--- src/rtl/ccip_mmio_initiator.sv ---
// ccip_mmio_initiator: host-side CCI-P MMIO requester.
// Turns read/write commands into one-cycle Rx c0 MMIO strobes. Read
// responses are matched on Tx c2 by tid, and the result is reported back
// on the command side.
// Optional feature: define CCIP_MMIO_INIT_TIMEOUT_EN to give up on a read
// after TIMEOUT_CYC cycles. Without it, WAIT holds until a matching
// response arrives or rst is asserted.
// Command handshake: a command transfers on a cycle where cmd_valid and
// cmd_ready are both high. rsp_valid is a one-cycle pulse with no ready.
module ccip_mmio_initiator #(
    parameter int ADDR_W      = 16,
    parameter int TID_W       = 9,
    parameter int TIMEOUT_CYC = 512
) (
    input  logic              clk,
    input  logic              rst,
    input  logic              cmd_valid,
    output logic              cmd_ready,
    input  logic              cmd_wr,
    input  logic [ADDR_W-1:0] cmd_addr,
    input  logic [63:0]       cmd_wdata,
    output logic              rsp_valid,
    output logic [63:0]       rsp_rdata,
    output logic              rsp_err,
    output logic              mmio_wr_valid,
    output logic              mmio_rd_valid,
    output logic [ADDR_W-1:0] mmio_addr,
    output logic [TID_W-1:0]  mmio_tid,
    output logic [63:0]       mmio_wdata,
    input  logic              c2_rd_valid,
    input  logic [TID_W-1:0]  c2_tid,
    input  logic [63:0]       c2_data
);

    typedef enum logic [2:0] {
        S_IDLE = 3'd0,
        S_WR   = 3'd1,
        S_RD   = 3'd2,
        S_WAIT = 3'd3,
        S_RESP = 3'd4,
        S_ERR  = 3'd5
    } state_t;

    state_t            state;
    state_t            state_next;
    logic [TID_W-1:0]  tid;
    logic [15:0]       stray_cnt;
    logic              c2_match;
    logic              expired;

    assign c2_match = c2_rd_valid && (c2_tid == tid);

`ifdef CCIP_MMIO_INIT_TIMEOUT_EN
    localparam int TMR_W = $clog2(TIMEOUT_CYC + 1);
    logic [TMR_W-1:0] timer;

    assign expired = (timer == TMR_W'(TIMEOUT_CYC - 1));

    // Response timer: cleared while the read strobe is out, counts during WAIT.
    always_ff @(posedge clk or posedge rst) begin
        if (rst) begin
            timer <= '0;
        end else if (state == S_RD) begin
            timer <= '0;
        end else if (state == S_WAIT) begin
            timer <= timer + TMR_W'(1);
        end
    end
`else
    assign expired = 1'b0;
`endif

    // State register.
    always_ff @(posedge clk or posedge rst) begin
        if (rst) begin
            state <= S_IDLE;
        end else begin
            state <= state_next;
        end
    end

    // Next-state logic. A matching response beats timer expiry in the same cycle.
    always_comb begin
        state_next = state;
        case (state)
            S_IDLE: begin
                if (cmd_valid) begin
                    if (cmd_addr[0]) begin
                        state_next = S_ERR;
                    end else if (cmd_wr) begin
                        state_next = S_WR;
                    end else begin
                        state_next = S_RD;
                    end
                end
            end
            S_WR:   state_next = S_RESP;
            S_RD:   state_next = S_WAIT;
            S_WAIT: begin
                if (c2_match) begin
                    state_next = S_RESP;
                end else if (expired) begin
                    state_next = S_ERR;
                end
            end
            S_RESP: state_next = S_IDLE;
            S_ERR:  state_next = S_IDLE;
            default: state_next = S_IDLE;
        endcase
    end

    // Registered outputs, decoded from the next state. The MMIO address and
    // data registers double as the command latch, and read zero outside a strobe.
    always_ff @(posedge clk or posedge rst) begin
        if (rst) begin
            cmd_ready     <= 1'b1;
            rsp_valid     <= 1'b0;
            rsp_err       <= 1'b0;
            rsp_rdata     <= '0;
            mmio_wr_valid <= 1'b0;
            mmio_rd_valid <= 1'b0;
            mmio_addr     <= '0;
            mmio_tid      <= '0;
            mmio_wdata    <= '0;
        end else begin
            cmd_ready     <= (state_next == S_IDLE);
            rsp_valid     <= (state_next == S_RESP) || (state_next == S_ERR);
            rsp_err       <= (state_next == S_ERR);
            mmio_wr_valid <= (state_next == S_WR);
            mmio_rd_valid <= (state_next == S_RD);
            mmio_addr     <= ((state_next == S_WR) || (state_next == S_RD)) ? cmd_addr : '0;
            mmio_tid      <= (state_next == S_RD) ? tid : '0;
            mmio_wdata    <= (state_next == S_WR) ? cmd_wdata : '0;
            if (state_next == S_ERR) begin
                rsp_rdata <= 64'hFFFF_FFFF_FFFF_FFFF;
            end else if ((state == S_WAIT) && c2_match) begin
                rsp_rdata <= c2_data;
            end else begin
                rsp_rdata <= '0;
            end
        end
    end

    // The transaction ID advances once per finished read, whether it matched or
    // timed out. The stray counter saturates on unmatched responses seen in WAIT.
    always_ff @(posedge clk or posedge rst) begin
        if (rst) begin
            tid       <= '0;
            stray_cnt <= '0;
        end else if (state == S_WAIT) begin
            if (c2_match || expired) begin
                tid <= tid + TID_W'(1);
            end
            if (c2_rd_valid && !c2_match && (stray_cnt != 16'hFFFF)) begin
                stray_cnt <= stray_cnt + 16'd1;
            end
        end
    end

endmodule

--- config.mk ---
export PLATFORM = sky130hd
export DESIGN_NAME = ccip_mmio_initiator
export DESIGN_NICKNAME = d
export VERILOG_FILES = /design/src/rtl/ccip_mmio_initiator.sv
export SDC_FILE = /design/constraint.sdc
export NUM_CORES = 1
export LEC_CHECK = 0
export BUFFER_PORTS_ARGS = -buffer_cell sky130_fd_sc_hd__buf_2
export CORE_AREA = 3 3 121 123
export DETAILED_ROUTE_END_ITERATION = 8
export DIE_AREA = 0 0 124 126
export PLACE_DENSITY = 0.76
export SLEW_MARGIN = 25
export SYNTH_ARGS = -nofsm -noshare
export SYNTH_HDL_FRONTEND = slang
export SYNTH_SLANG_ARGS = --single-unit
--- constraint.sdc ---
create_clock -name clk -period 12.8 [get_ports clk]
set_clock_uncertainty 0.1 [all_clocks]
set_input_delay 1.28 -clock clk [delete_from_list [all_inputs] [get_ports clk]]
set_output_delay 1.28 -clock clk [all_outputs]
set_load 0.02 [all_outputs]
==> results <==
- The run finished with clean final reports.
- The total of buffers placed on input and output ports is 315.
- The measured slew at the worst slew-check pin is 926 ps.
- For this run, the leading register cell type out of synthesis is dfrtp_1.
- The growth of design area from synthesis to finish is 38.5%.
- Clock latency on the worst-skew pair, taken at its later pin, is 410 ps.
- The maximum clock insertion buffer count is 2.
- After the last flow step, the layout net total stands at 880.
- In this run the vertical extent of the chip is 126 um.
- The number of placement rows is 43.
- The standard cell with the maximum stage delay on the critical path is nor4b_2.
- Walking the worst path, the cells encountered are buf_2 > nor4b_2 > and2_2 > buf_4 > nor4_4 > buf_4 > and2_1.
- The critical path contains buffers and inverters numbering 3 combined.
- The count of nets left with antenna violations once routing finished came out at 0.
- The peak supply drop is 0.0804 mV.
- Once the floorplan was initialized, standard cells occupied 42.3% of the core.
- The first global-routing pass estimated 23900 um of wire.
- After routing, the total negative slack on setup checks comes to 0 ps.
- The number of DRC violations after detailed-routing iteration 0 is 201.
- Counting the fill cells in the layout gives 1140.
- The shortest clock period the worst path allows after layout is 3350 ps.
- Entering global routing, the biggest net connects 113 pins.
- At the placement stage, the worst setup path has a slack of 9030 ps.
- The number of distinct library cells after synthesis is 32.
- Setup slack on the critical path of the routed design comes to 9450 ps.
- For this run the aggregate overflow at the end of global routing stands at 0.
- The worst min-delay path class is reg2reg.
- After synthesis, the cell types taking the most area are dfrtp_1 (73%), a21o_1 (8.2%), and2_1 (7.9%).
- The longest individual stage delay on the worst path is 610 ps.
- The number of max-slew violations in the final report is 0.
- The number of antenna violations at the first check in global routing is 2.
- The via count of the first global-routing pass is 4618.
- The highest achievable clock rate is 298 MHz.
- The post-CTS clock slew at the launch and capture registers of the worst setup and hold paths is 60 ps.
- The worst setup path is captured at a flip-flop.
- The cell with the most instances after synthesis is dfrtp_1.
- Setup violations remaining at the end of the flow were counted as 0.
- Setup repair after global routing left no endpoint under its margin.
- Along the worst path, the maximum fanout reaches 62.
- For this design the ratio of total power to cell area is 182 nW/um^2.
- The number of cells upsized or downsized after cts is 0.
- The number of synthesized register bits is 170.
- Of the available clock period, the critical path in the final layout requires 26.2%.
- Dividing the detail-routed wire length by the instance count gives 17.2 um.
- The CTS sink count is 170.
- The startpoint-to-endpoint class of the critical path is in2reg.
- The proportion of synthesized chip area in sequential cells is 73.0%.
- 0 antenna diodes ended up in the layout.
- The count of flip-flops with a built-in enable after synthesis is 0.
- After detailed routing, the number of vias per cell comes to 4.65.
- The H-tree depth reported by CTS is 4.
- The total wirelength of the detailed-routed design is 15700 um.
- The final count of hold timing violations came to 0.
- The number of max-capacitance violations reported is 0.
- The cell that appears most often on the critical path is buf_4.
- The die covers 15600 sq um.
- Counting every net in the synthesized netlist gives 567.
- The leakage power total is 5.17 nW.
- The total core area is 13800 sq um.
- After synthesis, the most frequently instantiated cells are dfrtp_1 (169), and2_1 (74), a21o_1 (64).
- Global routing used 20.2% of the available tracks.
- Counting flops with an async set or reset pin after synthesis yields a share of 100%.
- The CTS tree is built.
- The top cell type by area accounts for 72.6% of the synthesized area.
- The total CTS buffers is 17.
- The buffer cell driving the clock tree root is clkbuf_16.
- The post-synthesis area per instance is 14.3 sq um.
- Of the cells placed in the final design, the portion with a size suffix greater than 1 is 48.6%.
- The number of remaining DRC errors is 0.
- The number of hold buffers added after CTS was 0.
- For this run, the number of Yosys warnings is 0.
- For the worst setup path, the data required time is 13000 ps.
- The I/O pin count is 316.
- The post-CTS setup repair buffer count is 0.
- The synthesized cell area is 5830 sq um.
- The cell class contributing the biggest share of worst-path delay is simple AND/OR/NAND/NOR gates.
- Measured against its own limit, the worst slew margin works out to 38.0%.
- For the worst setup path, the data arrival time is 3550 ps.
- STA classifies the critical path startpoint as an input pin.
- dfrtp_1 takes more of the synthesized area than any other cell.
- The synthesized instance count is 408.
- At the end of routability-driven placement, the weighted congestion stood at 0.750.
- The first detailed-routing pass ran for 4 iterations.
- The width of the chip is 124 um.
- The final HPWL from detailed placement is 11600 um.
- For this block, the via count after detailed routing is 4252.
-- placed cells by master, fill, tap and decap left out, drive strengths merged, types with 5 or more instances in the layout --
cell        n
a21o       64
and2       75
and3       15
buf       318
clkbuf     20
clkinvlp    6
dfrtp     169
inv         5
nand2      10
nor2        8
xnor2       7
xor2       10
-- cells by family after synthesis --
logic type,after synthesis,share of synthesized area [%]
muxes,1,0.193
other,1,0.0644
DFF,170,73.0
adders and majority gates,1,0.215
and+or+nand+nor,127,13.3
buffers and inverters,26,2.34
xor gates and xnor gates,17,2.56
AOI/OAI and AO/OA,65,8.33
-- power breakdown --
group / internal, W / switching [W] / total [W]
logic: 0.000124 / 0.000227 / 0.000351
clock network: 0.000255 / 0.000207 / 0.000463
registers: 0.000624 / 0.0000282 / 0.000652
-- sequential cells by signal, summed over array words and instances (netlist names) --
name,cells
mmio_tid,9
mmio_addr,16
mmio_rd_valid,1
mmio_wr_valid,1
rsp_err,1
cmd_ready,1
rsp_valid,1
rsp_rdata,64
tid,9
mmio_wdata,64
state,3
-- through the flow --
step           hold WS, ps  total power [W]  util, %  cell area (sq um)  cells
2_1_floorplan          377         0.000873        -               5830    408
3_3_place_gp           396          0.00100     54.7               7530    882
3_5_place_dp           405          0.00102     54.7               7530    882
4_1_cts                412          0.00149     58.6               8070    914
5_1_grt                453          0.00154     58.6               8070    914
6_report               415          0.00147     58.6               8070    914
-- area by class of cell --
cell class	count	area (sq um)	share of cell area, %
Clock inverter	12	92.6	1.15
Timing Repair Buffer	318	1600	19.8
Tap cell	180	225	2.79
Clock buffer	20	447	5.54
Multi-Input combinational cell	212	1440	17.8
Sequential cell	170	4260	52.7
Inverter	2	15.0	0.186
-- worst paths after layout --
check | endpoint | startpoint | slack [ps] | cells after the start
min in group asynchronous | mmio_wdata[33]$_DFF_PP0_ | rst | 900 | 2
hold reg to reg | tid[8]$_DFFE_PP0P_ | tid[8]$_DFFE_PP0P_ | 420 | 1
hold / removal | tid[8]$_DFFE_PP0P_ | tid[8]$_DFFE_PP0P_ | 420 | 1
setup / recovery | mmio_wdata[51]$_DFF_PP0_ | cmd_valid | 9450 | 7
max in group asynchronous | tid[1]$_DFFE_PP0P_ | rst | 10460 | 3
setup reg to reg | mmio_wdata[51]$_DFF_PP0_ | state[2]$_DFF_PP0_ | 9870 | 6
-- worst reg2reg max path, stage by stage (launching register included) --
cell	delay [ps]
dfrtp_1	440
nor4b_2	710
and2_2	330
buf_4	530
nor4_4	150
buf_4	310
and2_1	260
-- routing by layer --
metal	GRT usage, %	share of wire [%]	vias to the layer above
met3	6.96	9.8	39
li1	-	-	1953
met1	21.3	34	2050
met4	9.79	3.7	4
met5	0	0.22	-
met2	35.4	52	206
Power figures use the tool's default switching activity.
